[src/rtl/int_pkg.sv]
`default_nettype none
// ============================================================================
// Module      : int_pkg
// Description : Shared cause codes, FSM state encoding and source-select type
//               for the interrupt controller.
// Revision    : 1.0 - initial release
// ============================================================================
package int_pkg;

    localparam logic [3:0] CAUSE_MTI = 4'd7;
    localparam logic [3:0] CAUSE_MEI = 4'd11;

    typedef enum logic [1:0] {
        ST_IDLE     = 2'd0,
        ST_REQ      = 2'd1,
        ST_ACK      = 2'd2,
        ST_WAIT_CLR = 2'd3
    } state_t;

    typedef enum logic {
        SRC_TIMER = 1'b0,
        SRC_EXT   = 1'b1
    } src_t;

    function automatic logic [3:0] cause_of(input src_t s);
        return (s == SRC_EXT) ? CAUSE_MEI : CAUSE_MTI;
    endfunction

endpackage
`default_nettype wire

[src/rtl/int_ctrl_if.sv]
`default_nettype none
// ============================================================================
// Module      : int_ctrl_if
// Description : Source, CPU-enable and CPU-handshake signals of int_ctrl.
// Revision    : 1.0 - initial release
// ============================================================================
interface int_ctrl_if;
    logic       timer_int;
    logic       external_int;
    logic       global_ie;
    logic       mie_timer;
    logic       mie_ext;
    logic       cpu_int_ack;
    logic       int_req;
    logic [3:0] int_cause;
    logic       timer_int_ack;
    logic       ext_int_ack;

    modport master (
        output timer_int, external_int, global_ie, mie_timer, mie_ext, cpu_int_ack,
        input  int_req, int_cause, timer_int_ack, ext_int_ack
    );

    modport slave (
        input  timer_int, external_int, global_ie, mie_timer, mie_ext, cpu_int_ack,
        output int_req, int_cause, timer_int_ack, ext_int_ack
    );
endinterface
`default_nettype wire

[src/rtl/int_ctrl_edge_det.sv]
`default_nettype none
// ============================================================================
// Module      : edge_det
// Description : Rising-edge detector; previous sample resets low so a level
//               held through reset release still reports an edge.
// Revision    : 1.0 - initial release
// ============================================================================
module edge_det (
    input  wire logic clk,
    input  wire logic reset,
    input  wire logic in,
    output logic      rise
);
    logic r_prev;

    always_ff @(posedge clk or posedge reset) begin
        if (reset) r_prev <= 1'b0;
        else       r_prev <= in;
    end

    assign rise = in & ~r_prev;
endmodule
`default_nettype wire

[src/rtl/int_ctrl.sv]
`default_nettype none
// ============================================================================
// Module      : int_ctrl
// Description : Two-source interrupt controller with pending latches,
//               priority select, CPU handshake and source acknowledge pulses.
// Revision    : 1.0 - initial release
// ============================================================================
module int_ctrl #(
    parameter int unsigned ACK_CYCLES   = 1,
    parameter int unsigned DROP_TIMEOUT = 16
) (
    input  wire logic   clk,
    input  wire logic   reset,
    int_ctrl_if.slave   bus
);
    import int_pkg::*;

    localparam logic [3:0] c_ACK_LAST  = 4'(ACK_CYCLES - 1);
    localparam logic [7:0] c_WAIT_LAST = 8'(DROP_TIMEOUT - 1);

    logic       w_rise_timer, w_rise_ext;
    logic       r_pend_timer, r_pend_ext;
    logic       w_clr_timer, w_clr_ext;
    state_t     r_state, w_state_nxt;
    src_t       r_served, w_served_nxt;
    logic [3:0] r_ack_cnt, w_ack_cnt_nxt;
    logic [7:0] r_wait_cnt, w_wait_cnt_nxt;
    logic       w_take_timer, w_take_ext, w_srv_en, w_srv_in;
    logic       r_int_req, r_timer_ack, r_ext_ack;
    logic [3:0] r_int_cause;

    edge_det u_edge_timer (.clk(clk), .reset(reset), .in(bus.timer_int),    .rise(w_rise_timer));
    edge_det u_edge_ext   (.clk(clk), .reset(reset), .in(bus.external_int), .rise(w_rise_ext));

    assign w_take_timer = r_pend_timer & bus.mie_timer;
    assign w_take_ext   = r_pend_ext   & bus.mie_ext;
    assign w_srv_en     = (r_served == SRC_EXT) ? bus.mie_ext      : bus.mie_timer;
    assign w_srv_in     = (r_served == SRC_EXT) ? bus.external_int : bus.timer_int;

    always_comb begin
        w_state_nxt    = r_state;
        w_served_nxt   = r_served;
        w_ack_cnt_nxt  = r_ack_cnt;
        w_wait_cnt_nxt = r_wait_cnt;
        w_clr_timer    = 1'b0;
        w_clr_ext      = 1'b0;
        case (r_state)
            ST_IDLE: begin
                if (bus.global_ie && (w_take_ext || w_take_timer)) begin
                    w_state_nxt  = ST_REQ;
                    w_served_nxt = w_take_ext ? SRC_EXT : SRC_TIMER;
                end
            end
            ST_REQ: begin
                // A trap the CPU already took wins over a same-cycle enable drop.
                if (bus.cpu_int_ack) begin
                    w_state_nxt   = ST_ACK;
                    w_ack_cnt_nxt = c_ACK_LAST;
                    w_clr_ext     = (r_served == SRC_EXT);
                    w_clr_timer   = (r_served == SRC_TIMER);
                end else if (!bus.global_ie || !w_srv_en) begin
                    w_state_nxt = ST_IDLE;
                end
            end
            ST_ACK: begin
                if (r_ack_cnt == 4'd0) begin
                    w_state_nxt    = ST_WAIT_CLR;
                    w_wait_cnt_nxt = 8'd0;
                end else begin
                    w_ack_cnt_nxt = r_ack_cnt - 4'd1;
                end
            end
            ST_WAIT_CLR: begin
                if (!w_srv_in || (r_wait_cnt == c_WAIT_LAST)) w_state_nxt = ST_IDLE;
                else                                         w_wait_cnt_nxt = r_wait_cnt + 8'd1;
            end
            default: w_state_nxt = ST_IDLE;
        endcase
    end

    always_ff @(posedge clk or posedge reset) begin
        if (reset) begin
            r_state      <= ST_IDLE;
            r_served     <= SRC_TIMER;
            r_ack_cnt    <= 4'd0;
            r_wait_cnt   <= 8'd0;
            r_pend_timer <= 1'b0;
            r_pend_ext   <= 1'b0;
            r_int_req    <= 1'b0;
            r_int_cause  <= 4'd0;
            r_timer_ack  <= 1'b0;
            r_ext_ack    <= 1'b0;
        end else begin
            r_state      <= w_state_nxt;
            r_served     <= w_served_nxt;
            r_ack_cnt    <= w_ack_cnt_nxt;
            r_wait_cnt   <= w_wait_cnt_nxt;
            // A fresh edge must never be lost, so set dominates clear.
            r_pend_timer <= w_rise_timer | (r_pend_timer & ~w_clr_timer);
            r_pend_ext   <= w_rise_ext   | (r_pend_ext   & ~w_clr_ext);
            r_int_req    <= (w_state_nxt == ST_REQ);
            r_int_cause  <= (w_state_nxt == ST_REQ) ? cause_of(w_served_nxt) : 4'd0;
            r_timer_ack  <= (w_state_nxt == ST_ACK) && (w_served_nxt == SRC_TIMER);
            r_ext_ack    <= (w_state_nxt == ST_ACK) && (w_served_nxt == SRC_EXT);
        end
    end

    assign bus.int_req       = r_int_req;
    assign bus.int_cause     = r_int_cause;
    assign bus.timer_int_ack = r_timer_ack;
    assign bus.ext_int_ack   = r_ext_ack;
endmodule
`default_nettype wire

[src/flat_wrapper.sv]
// flat-port wrapper written by rule: the top's interface ports become plain ports
module int_ctrl_flat import int_pkg::*;
#(
    parameter int unsigned ACK_CYCLES   = 1,
    parameter int unsigned DROP_TIMEOUT = 16
)
  (clk, reset, bus_timer_int, bus_external_int, bus_global_ie, bus_mie_timer, bus_mie_ext, bus_cpu_int_ack, bus_int_req, bus_int_cause, bus_timer_int_ack, bus_ext_int_ack);
  int_ctrl_if bus_i ();
  input  wire logic clk;
  input  wire logic reset;
  input wire logic [$bits(bus_i.timer_int)-1:0] bus_timer_int;
  input wire logic [$bits(bus_i.external_int)-1:0] bus_external_int;
  input wire logic [$bits(bus_i.global_ie)-1:0] bus_global_ie;
  input wire logic [$bits(bus_i.mie_timer)-1:0] bus_mie_timer;
  input wire logic [$bits(bus_i.mie_ext)-1:0] bus_mie_ext;
  input wire logic [$bits(bus_i.cpu_int_ack)-1:0] bus_cpu_int_ack;
  output wire logic [$bits(bus_i.int_req)-1:0] bus_int_req;
  output wire logic [$bits(bus_i.int_cause)-1:0] bus_int_cause;
  output wire logic [$bits(bus_i.timer_int_ack)-1:0] bus_timer_int_ack;
  output wire logic [$bits(bus_i.ext_int_ack)-1:0] bus_ext_int_ack;
  assign bus_i.timer_int = bus_timer_int;
  assign bus_i.external_int = bus_external_int;
  assign bus_i.global_ie = bus_global_ie;
  assign bus_i.mie_timer = bus_mie_timer;
  assign bus_i.mie_ext = bus_mie_ext;
  assign bus_i.cpu_int_ack = bus_cpu_int_ack;
  assign bus_int_req = bus_i.int_req;
  assign bus_int_cause = bus_i.int_cause;
  assign bus_timer_int_ack = bus_i.timer_int_ack;
  assign bus_ext_int_ack = bus_i.ext_int_ack;
  int_ctrl #(.ACK_CYCLES(ACK_CYCLES), .DROP_TIMEOUT(DROP_TIMEOUT)) u_core (.clk(clk), .reset(reset), .bus(bus_i));
endmodule
[config.mk]
export PLATFORM = sky130hd
export DESIGN_NAME = int_ctrl_flat
export DESIGN_NICKNAME = d
export VERILOG_FILES = /design/src/rtl/int_pkg.sv /design/src/rtl/int_ctrl_if.sv /design/src/rtl/int_ctrl_edge_det.sv /design/src/rtl/int_ctrl.sv /design/src/flat_wrapper.sv
export SDC_FILE = /design/constraint.sdc
export NUM_CORES = 1
export LEC_CHECK = 0
export BUFFER_PORTS_ARGS = -buffer_cell sky130_fd_sc_hd__clkbuf_2
export CAP_MARGIN = 15
export CORE_MARGIN = 5
export CORE_UTILIZATION = 56
export DETAILED_ROUTE_END_ITERATION = 7
export PLACE_DENSITY = 0.85
export RECOVER_POWER = 25
export SETUP_SLACK_MARGIN = 0.2
export SLEW_MARGIN = 0
export SYNTH_ARGS = -nofsm -noshare
export SYNTH_HDL_FRONTEND = slang
export SYNTH_SLANG_ARGS = --single-unit
[constraint.sdc]
create_clock -name clk -period 1.8 [get_ports clk]
set_input_delay 0.36 -clock clk [delete_from_list [all_inputs] [get_ports clk]]
set_output_delay 0.36 -clock clk [all_outputs]
set_load 0.05 [all_outputs]
=== Yosys cells after proc, flatten, opt, wreduce, memory -nomap -nowiden ===
Index checks and enable logic that the tools add are counted.

* Flip-flop bits (word level): 26
* Latch bits: 0
* Memory bits (writable): 0
* Memory bits (read-only): 0
* Input bits: 8
* Output and inout port bits: 7
* Logic and storage cells: 76
* Memories kept: 0

* Add/subtract/negate cells: 2
* $mul: 0
* Div/mod/pow operators: 0
* Magnitude comparators: 0
* Eq/ne operators: 10
* Shift operators: 0
* Muxes and demuxes: 23
* Bitwise gates (word level): 14
* Reductions and logical operators: 15

{| class="wikitable"
|+ Operators with widths
! kind !! number
|-
| 4-bit 2-to-1 mux || 4
|-
| 8-bit 2-to-1 mux || 2
|-
| 8-bit one-hot mux with 2 select lines || 1
|-
| 2-bit 2-to-1 mux || 5
|-
| 1-bit 2-to-1 mux || 9
|-
| 8-bit by 1-bit adder with 8-bit output (second input constant) || 1
|-
| 8-bit by 4-bit == test with 1-bit output (second input constant) || 1
|-
| 2-bit one-hot mux with 4 select lines || 1
|-
| 4-bit one-hot mux with 2 select lines || 1
|-
| 1-bit bitwise AND || 6
|-
| 2-bit == test (second input constant) || 3
|-
| 2-bit inequality test (second input constant) || 3
|-
| 1-bit NOT || 6
|-
| 3-bit AND reduction || 2
|-
| 2-bit by 1-bit == test with 1-bit output (second input constant) || 2
|-
| 4-bit logical NOT || 1
|-
| 2-bit nonzero test || 2
|-
| 4-bit by 1-bit subtractor with 4-bit output (second input constant) || 1
|-
| 1-bit logical AND || 3
|-
| 1-bit logical NOT || 3
|-
| 1-bit logical OR || 3
|-
| 2-bit logical NOT || 1
|-
| 2-bit by 1-bit inequality test with 1-bit output (second input constant) || 1
|-
| 1-bit bitwise OR || 2
|}

=== Depth between registers and ports, before layout ===
Gate-level depths: netlist (run 1).

* Word-level depth: 8
* Gate-level depth with buffers: 6

=== Hierarchy ===
Synthesis (run 1) repeated with hierarchy kept, for this count alone.

* Cells, all modules: 114
* Area, all modules: 1152.4 µm²

{| class="wikitable"
|+ Modules (own cells, without submodules)
! module !! times used !! cells each !! area an instance (µm²) !! seq. area each (µm²)
|-
| int_ctrl || 1 || 108 || 1067.3 || 550.5
|-
| edge_det || 2 || 3 || 42.5 || 25.0
|}

=== Least setup slack after synthesis (run 1) ===
Ideal clock, no wire load.

* Kind: reg-to-reg
* From: register u_core.r_ack_cnt[0]
* To: register u_core.r_wait_cnt[0]
* Library setup time: 125 ps
* Arrival: 1451 ps
* Required time: 1675 ps
* Path slack: 224 ps
* Stages on the path, launching flop included: 7
* Period minus slack after synthesis: 1576 ps
* Cells stage by stage: dfrtp_1 inv_1 ha_1 or3b_4 nor2b_4 nor2_2 mux2_2

* Word-level cells in the longest chain between the ends: 3

{| class="wikitable"
|+ Ends and longest elaborated chain
! item !! RTL line !! RTL
|-
| start, declared || int_ctrl.sv:26 || <nowiki>logic [3:0] r_ack_cnt, w_ack_cnt_nxt;</nowiki>
|-
| start signal, assigned || int_ctrl.sv:96 || <nowiki>r_ack_cnt <= w_ack_cnt_nxt;</nowiki>
|-
| 4-bit logical NOT || int_ctrl.sv:66 || <nowiki>if (r_ack_cnt == 4'd0) begin</nowiki>
|-
| 2-bit by 1-bit inequality test with 1-bit output (no source line) || - ||
|-
| 3-bit AND reduction (no source line) || - ||
|-
| end signal, assigned || int_ctrl.sv:97 || <nowiki>r_wait_cnt <= w_wait_cnt_nxt;</nowiki>
|-
| end, declared || int_ctrl.sv:27 || <nowiki>logic [7:0] r_wait_cnt, w_wait_cnt_nxt;</nowiki>
|}

No other way between the ends.
A chain may end at the register's enable or synchronous reset.

=== Worst setup path in the final report (run 1) ===
Ends and elaborated chain as after synthesis.

==> metrics, run 1 <==
ANT nets after route=0; R2R Path End=u_core.r_wait_cnt[0]; Peak Freq=622 MHz; CTS root buffer=clkbuf_4; sequential fraction of design power=0.399; Final setup viols=0; clock share of power=0.122; most frequent cell after synthesis=dfrtp_1; PortBufs=14; part of the Yosys area used for sequential elements=0.496; share of the synthesized area in the top cell type=0.496; Site Rows=16; Post-synth top cells=dfrtp_1, nand2_1, inv_1; via count=907; IO Count=15; WP data required=2010 ps; EDFF count, synth=0; Hold Fails Final Rpt=0; CP Capture Type=register; slack of the critical path=191 ps; CTS tree=yes; adder-cell share of the synthesized area=0.0310; # DRC=0; post-detail-place hpwl=1590 microns; power per cell area=1540 nW/um^2; diode count=0; crit path max fanout=4; crit path DAT=1820 ps; syn nets=126; Hold Path Depth=1; dpl ws=112 ps; # nets final=roughly 160; ranking of synthesized cells by area=dfrtp_1, mux2i_1, nand2_1, ha_1, xor2_1; pin count of the biggest net entering global routing=25; Worst Hold End=u_core.u_edge_ext.r_prev; NetSw=934 uW; antenna violations before repair=0; drt total wl=2300 microns; Final Skew=9.66 ps; core outline area=2000 sq um; Sink Count=24; Clock Latency Late Sink=320 ps; FILL cells=150; area delta synth->final=21.7%; Die H=about 56 microns; Max Cap Violations=0; yosys synthesis warning count=0; vias per inst=5.30; Synth Area in Simple Gates=0.220; RSZ-0062 raised after global routing=yes; commonest register cell after synthesis=dfrtp_1; maximum vdd drop=approximately 1.2 mV; Crit Reg-Reg Startpoint=u_core.r_ack_cnt[0]; area leader, netlist=dfrtp_1; async set-reset flop share out of synthesis=1.00; Internal=1.33 mW; Placer Congestion=0.846; max-slew violation count=0; worst hold margin=197 ps; clk slew on worst S/H paths=around 130 ps; H-tree depth=1; Starting Density=0.604; worst relative slew slack=0.170; XOR/XNOR Fraction of Synth Area=0.0290; run status=complete, no violations; # hold bufs at CTS=0; CP Class=register to register; TritonRoute pass-1 iters=4; number of global-route vias before repair=936; switching part of the total=0.413; CTS Buffer Depth=2; Mapped Cells=115; Mapped Avg Cell Area=around 11 sq um; startpoint type of the worst setup path=register; Post-Synthesis Cell Area=1210 sq um; first-pass GRT wire length=4070 microns; Yosys reg bits=24; total gr overflow=0; worst hold path class=input port to register; complex-gate fraction of the synthesized area=0.0951; Die W=~56 microns; drt wl/cell=roughly 13 microns; All-Layer GR Usage=0.163; setup_tns=0 ps; largest family of logic cells by synthesized area=simple AND/OR/NAND/NOR gates; fin crit share=0.894; die area=3190 sq um; Final min period=1610 ps; multiplexer area fraction after synthesis=0.0714; worst-margin pin slew=approximately 1200 ps; Netlist cell types=35; number of DRC markers in iteration 0=8; static leakage=0.759 nW; CTS Buf Count=3; Hold Crit Start=bus_external_int; logic gate share of total power=0.479; Worst R2R Setup Slack=190 ps; worst r2r path cells=6; share of cells above drive strength 1=0.333; fin util=0.736
==> registers in the layout (all words and copies together), names as in the netlist <==
register / flops
u_core.r_served: 1
u_core.bus.timer_int_ack: 1
u_core.bus.int_cause: 3
u_core.u_edge_ext.r_prev: 1
u_core.r_ack_cnt: 4
u_core.r_pend_ext: 1
u_core.r_wait_cnt: 8
u_core.bus.ext_int_ack: 1
u_core.r_state: 2
u_core.u_edge_timer.r_prev: 1
u_core.r_pend_timer: 1
==> layout make-up <==
cell class | instances | area [sq um] | share of cell area
multi-input cells | 77 | 577 | 0.392
flip-flops and latches | 24 | 601 | 0.408
well taps | 27 | 33.8 | 0.0229
clock buffers | 4 | 36.3 | 0.0246
repair buffers | 30 | 191 | 0.130
inverters | 9 | 33.8 | 0.0229
==> layout by cell type, fill, tap and decap left out, drive strengths merged, types with 2 or more instances in the layout <==
cell type	synthesis	layout
mux2	2	2
nor3	2	2
nand2	14	14
mux2i	6	6
nand4	4	4
ha	3	3
xor2	4	4
clkbuf	0	19
nor2b	4	4
nor2	9	9
buf	5	15
nand3	3	3
dfrtp	24	24
nand2b	2	2
o21ai	6	6
a21oi	3	3
and4	2	2
o31ai	2	2
inv	9	9
==> power groups by stage <==
stage | Sequential [mW] | Combinational [mW] | Clock, mW
CTS | 0.890 | 0.941 | 0.286
finish | 0.902 | 1.08 | 0.277
floorplan | 0.955 | 0.634 | 0
global placement | 0.892 | 0.812 | 0
detailed placement | 0.908 | 0.847 | 0
global route | 0.935 | 1.19 | 0.318
==> cell families after synthesis <==
kind of cell | Yosys count
xor+xnor | 4
buf+inv | 14
simple gates | 46
flops | 24
mux | 8
fa+ha+maj | 3
compound gates | 16
==> worst max path at each step <==
stage	cells past startpoint	end	slack, ps	from
6_report	6	u_core.r_wait_cnt[0]	190	u_core.r_ack_cnt[0]
2_1_floorplan	6	u_core.r_wait_cnt[0]	220	u_core.r_ack_cnt[0]
3_3_place_gp	6	u_core.r_wait_cnt[0]	180	u_core.r_ack_cnt[0]
3_5_place_dp	6	u_core.r_wait_cnt[0]	110	u_core.r_ack_cnt[1]
5_1_grt	5	u_core.r_wait_cnt[0]	130	u_core.r_wait_cnt[0]
4_1_cts	5	u_core.r_wait_cnt[0]	200	u_core.r_wait_cnt[0]
==> critical path, cell delays in order, from the launching register on <==
cell and delay, ps:
dfrtp_1 420, inv_2 60, ha_1 130, or3b_4 420, nor2b_4 140, nor2_2 60, mux2_2 270
==> metal layers <==
metal / GRT usage / vias to the layer above / routed length, microns
met2: 0.281 / 16 / 1200
met3: 0.0528 / 6 / 127
met5: 0 / - / 0
li1: - / 451 / -
met4: 0.0610 / 0 / 44
met1: 0.186 / 434 / 922
==> repair_timing <==
action	CTS	global route
setup endpoints to repair	5	10
resized for setup	5	7
cloned	0	0
setup buffers	9	5
pin swaps	4	7
==> per-stage QoR <==
| stage | total power, mW | cell area (sq um) | cells |
|---|---|---|---|
| finish | 2.26 | 1470 | 171 |
| global route | 2.44 | 1470 | 171 |
| CTS | 2.12 | 1410 | 166 |
| detailed placement | 1.76 | 1290 | 153 |
| global placement | 1.70 | 1290 | 153 |
| floorplan | 1.59 | 1210 | 115 |
Power figures use the tool's default switching activity.
==> inputs of run 2 (changes only) <==
- CAP_MARGIN: 15 -> 20
- RECOVER_POWER: 25 -> not set
==> metrics, run 2 (synthesis results as in run 1) <==
most frequent cells in the layout=dfrtp_1, nand2_1, clkbuf_2, buf_4, nor2_1 (was dfrtp_1, nand2_1, buf_4); IO Count=15 (unchanged); number of global-route vias before repair=936 (unchanged); CP Capture Type=register (unchanged); worst hold path class=input port to asynchronous set/reset pin (was input port to register); CTS root buffer=clkbuf_4 (unchanged); TritonRoute pass-1 iters=3 (was 4); pin count of the biggest net entering global routing=25 (unchanged); first-pass GRT wire length=4070 microns (unchanged); clk slew on worst S/H paths=130 ps (about the same); RSZ-0062 raised after global routing=yes (unchanged); # hold bufs at CTS=0 (unchanged); crit path max fanout=4 (unchanged); FILL cells=147 (was 150); die area=3190 sq um (unchanged); Max Cap Violations=0 (unchanged); static leakage=0.769 nW (was 0.759 nW); max reg flops=8 (unchanged); worst-margin pin slew=465 ps (was 1250 ps); FF+latch area=601 sq um (unchanged); worst path cell trace=inv_2, ha_1, or3b_4, nor2b_4, nor2_2, mux2_2 (unchanged); antenna violations before repair=0 (unchanged); setup_tns=0 ps (unchanged); CP Class=register to register (unchanged); Final setup viols=0 (unchanged); maximum vdd drop=1.18 mV (about the same); diode count=0 (unchanged); share of cells above drive strength 1=0.354 (was 0.333); fin crit share=0.894 (about the same); startpoint type of the worst setup path=register (unchanged); Crit path max-delay family=simple AND/OR/NAND/NOR gates (unchanged); Sink Count=24 (unchanged); drt wl/cell=13.4 microns (unchanged); H-tree depth=1 (unchanged); total gr overflow=0 (unchanged); drt total wl=2300 microns (unchanged); Peak Freq=622 MHz (about the same); All-Layer GR Usage=0.163 (unchanged); Final min period=1610 ps (about the same); commonest non-fill, non-tap cell in the layout=dfrtp_1 (unchanged); post-detail-place hpwl=1590 microns (unchanged); vias per inst=5.30 (unchanged); PortBufs=14 (unchanged); Critical Path Max Stage Delay=420 ps (about the same); area delta synth->final=22.2% (was 21.7%); Die H=56.5 microns (unchanged); Starting Density=0.604 (unchanged); Critical Path Slowest Stage Cell=dfrtp_1 (unchanged); crit path DAT=1820 ps (about the same); Clock Latency Late Sink=320 ps (about the same); Die W=56.5 microns (unchanged); CTS Buffer Depth=2 (unchanged); WP data required=2010 ps (about the same); ANT nets after route=0 (unchanged); power per cell area=1530 nW/um^2 (was 1540 nW/um^2); number of DRC markers in iteration 0=8 (unchanged); via count=907 (unchanged); Hold Fails Final Rpt=0 (unchanged); Top reg by flops=u_core.r_wait_cnt (unchanged); Worst Path Buf+Inv=1 (unchanged); # nets final=156 (unchanged); core outline area=2000 sq um (unchanged); # DRC=0 (unchanged); max-slew violation count=0 (unchanged); CTS tree=yes (unchanged); run status=complete, no violations (unchanged); Final Skew=9.60 ps (was 9.66 ps); Final Power=2.26 mW (about the same); area of the multi-input gates=577 sq um (unchanged); worst relative slew slack=0.688 (was 0.170); CTS Buf Count=3 (unchanged); Site Rows=16 (unchanged); Placer Congestion=0.846 (unchanged)
-- run 2: cell count changes in the layout (fill, tap and decap cells not counted), sizes merged --
| cell | before | now |
|---|---|---|
| clkbuf | 19 | 18 |
| buf | 15 | 16 |
-- run 2: path summary, 6_finish.rpt --
| kind | startpoint | to | slack, ps | cells past startpoint |
|---|---|---|---|---|
| max | u_core.r_ack_cnt[0] | u_core.r_wait_cnt[0] | 190 | 6 |
| min | reset | u_core.r_ack_cnt[2] | 40 | 3 |
| max reg2reg | u_core.r_ack_cnt[0] | u_core.r_wait_cnt[0] | 190 | 6 |
| min reg2reg | u_core.u_edge_timer.r_prev | u_core.r_pend_timer | 430 | 1 |
| max in group asynchronous | reset | u_core.r_wait_cnt[2] | 1520 | 3 |
| min in group clk | bus_external_int | u_core.u_edge_ext.r_prev | 190 | 1 |
-- run 2: per-layer routing --
metal / GRT usage / share of wire
met1: 0.186 / 0.40
met2: 0.281 / 0.52
met3: 0.0528 / 0.055
met4: 0.0610 / 0.019
met5: 0 / 0
-- run 2: where the power goes --
group          total [mW]  switching, mW  internal, mW
Clock               0.277          0.153         0.124
Sequential          0.902          0.191         0.711
Combinational        1.08          0.590         0.495
-- run 2: what timing repair did --
| action | in CTS | in global routing |
|---|---|---|
| pin swaps | 4 | 7 |
| resized for setup | 5 | 7 |
| buffers inserted | 9 | 5 |
| setup endpoints to repair | 5 | 10 |
-- run 2: area by class of cell --
type | count | share of cell area
sequential | 24 | 0.406
tap | 27 | 0.0228
inverter | 9 | 0.0228
timing repair buffer | 30 | 0.134
multi-input combinational | 77 | 0.390
clock buffer | 4 | 0.0245
-- run 2: per-stage QoR --
stage	instances	worst slack, ps	utilization	hold WS [ps]	cell area [sq um]
4_1_cts	166	198	0.702	48.4	1410
5_1_grt	171	134	0.739	64.6	1480
2_1_floorplan	115	224	-	375	1210
6_report	171	191	0.739	38.4	1480
3_3_place_gp	153	180	0.646	393	1290
3_5_place_dp	153	112	0.646	404	1290
-- run 2: tightest hold or removal path: stages --
cell and delay [ps]:
clkbuf_2 80, inv_1 40, buf_4 290
==> inputs of run 3 (changes only) <==
- CORE_ASPECT_RATIO: not set -> 1.2
==> metrics, run 3 (synthesis results as in run 1) <==
post-route cell area=1500 sq um (was 1480 sq um); Die H=60.9 microns (was 56.5 microns); Peak Freq=617 MHz (was 622 MHz); RSZ-0062 raised after global routing=yes (unchanged); Die W=52.4 microns (was 56.5 microns); Top reg by flops=u_core.r_wait_cnt (unchanged); startpoint type of the worst setup path=register (unchanged); worst hold margin=41.8 ps (was 38.4 ps); Crit Reg-Reg Startpoint=u_core.r_ack_cnt[0] (unchanged); # DRC=0 (unchanged); CTS Buffer Depth=2 (unchanged); CTS tree=yes (unchanged); total gr overflow=0 (unchanged); worst hold path class=input port to asynchronous set/reset pin (unchanged); worst-margin pin slew=541 ps (was 465 ps); WP data required=2010 ps (about the same); Placer Congestion=0.899 (was 0.846); # nets final=155 (was 156); power per cell area=1570 nW/um^2 (was 1530 nW/um^2); Final setup viols=0 (unchanged); R2R Path End=u_core.r_wait_cnt[0] (unchanged); maximum vdd drop=0.860 mV (was 1.18 mV); CTS Buf Count=3 (unchanged); max-slew violation count=0 (unchanged); vias per inst=5.42 (was 5.30); first-pass GRT wire length=4140 microns (was 4070 microns); drt wl/cell=14.6 microns (was 13.4 microns); Final min period=1620 ps (was 1610 ps); clk slew on worst S/H paths=130 ps (about the same); static leakage=0.774 nW (was 0.769 nW); worst r2r path cells=6 (unchanged); Final Skew=6.08 ps (was 9.60 ps); Worst R2R Setup Slack=180 ps (was 190 ps); crit path max fanout=3 (was 4); Starting Density=0.584 (was 0.604); Critical Path Slowest Stage Cell=dfrtp_1 (unchanged); TritonRoute pass-1 iters=4 (was 3); via count=938 (was 907); pin count of the biggest net entering global routing=25 (unchanged); # hold bufs at CTS=0 (unchanged); dpl cell area=1300 sq um (was 1290 sq um); Sink Count=24 (unchanged); PortBufs=14 (unchanged); commonest non-fill, non-tap cell in the layout=dfrtp_1 (unchanged); number of DRC markers in iteration 0=12 (was 8); CTS root buffer=clkbuf_4 (unchanged); antenna violations before repair=0 (unchanged); die area=3190 sq um (about the same); worst path cell trace=inv_2, ha_4, or3b_4, nor2b_4, nor2_4, mux2_4 (was inv_2, ha_1, or3b_4, nor2b_4, nor2_2, mux2_2); IO Count=15 (unchanged); CP Class=register to register (unchanged); drt total wl=2530 microns (was 2300 microns); core outline area=2070 sq um (was 2000 sq um); Clock Latency Late Sink=310 ps (was 320 ps); Max Cap Violations=0 (unchanged); most frequent cells in the layout=dfrtp_1, nand2_1, clkbuf_2 (was dfrtp_1, nand2_1, clkbuf_2, buf_4, nor2_1); Site Rows=18 (was 16); area delta synth->final=23.9% (was 22.2%); crit path DAT=1830 ps (was 1820 ps); Critical Path Max Stage Delay=410 ps (was 420 ps); worst relative slew slack=0.636 (was 0.688); max reg flops=8 (unchanged); H-tree depth=1 (unchanged); share of cells above drive strength 1=0.350 (was 0.354); Hold Fails Final Rpt=0 (unchanged); CP Capture Type=register (unchanged); number of global-route vias before repair=926 (was 936); ANT nets after route=0 (unchanged); fin crit share=0.900 (was 0.894); diode count=0 (unchanged); run status=complete, no violations (unchanged); setup_tns=0 ps (unchanged); All-Layer GR Usage=0.180 (was 0.163); post-detail-place hpwl=1670 microns (was 1590 microns)
## run 3: per-stage QoR
stage / power (mW) / setup slack, ps / cells / util
finish: 2.36 / 180 / 173 / 0.723
global placement: 1.70 / 185 / 156 / 0.626
CTS: 2.21 / 178 / 170 / 0.696
floorplan: 1.59 / 224 / 115 / -
global route: 2.50 / 132 / 173 / 0.723
detailed placement: 1.76 / 106 / 156 / 0.626
## run 3: area by class of cell
class                      count  area, sq um
clock buffer                   4         36.3
fill                         145          573
inverter                       9         33.8
multi-input combinational     77          601
sequential                    24          601
tap                           30         37.5
timing repair buffer          29          190
## run 3: where the power goes
group	switching (mW)	total, mW	internal [mW]
logic	0.648	1.18	0.528
clock network	0.157	0.281	0.124
registers	0.188	0.899	0.711
## run 3: worst max path at each step
| stage | startpoint | to | depth (start not counted) |
|---|---|---|---|
| detailed placement | u_core.r_ack_cnt[1] | u_core.r_wait_cnt[0] | 6 |
| floorplan | u_core.r_ack_cnt[0] | u_core.r_wait_cnt[0] | 6 |
| CTS | u_core.r_ack_cnt[1] | u_core.r_wait_cnt[0] | 6 |
| global placement | u_core.r_ack_cnt[0] | u_core.r_wait_cnt[0] | 6 |
| finish | u_core.r_ack_cnt[0] | u_core.r_wait_cnt[0] | 6 |
| global route | u_core.r_wait_cnt[1] | u_core.r_wait_cnt[1] | 5 |
## run 3: layer usage
metal	wire, microns	up-vias	GRT usage	part of all wire
li1	-	446	-	-
met1	1030	450	0.204	0.41
met2	1290	30	0.321	0.51
met3	109	12	0.0319	0.043
met4	109	0	0.0949	0.043
met5	0	-	0	0
## run 3: worst max-delay path, delay by kind of cell, from the launching register on
kind,cells,cell delay (ps)
adders and majority gates,1,120
buffers and inverters,1,90
DFF,1,410
muxes,1,260
and+or+nand+nor,3,620
## run 3: repair_timing
action                     CTS  global route
setup buffers               10             3
gates resized for setup     10             6
pin swaps                    3             9
setup endpoints to repair    5            12
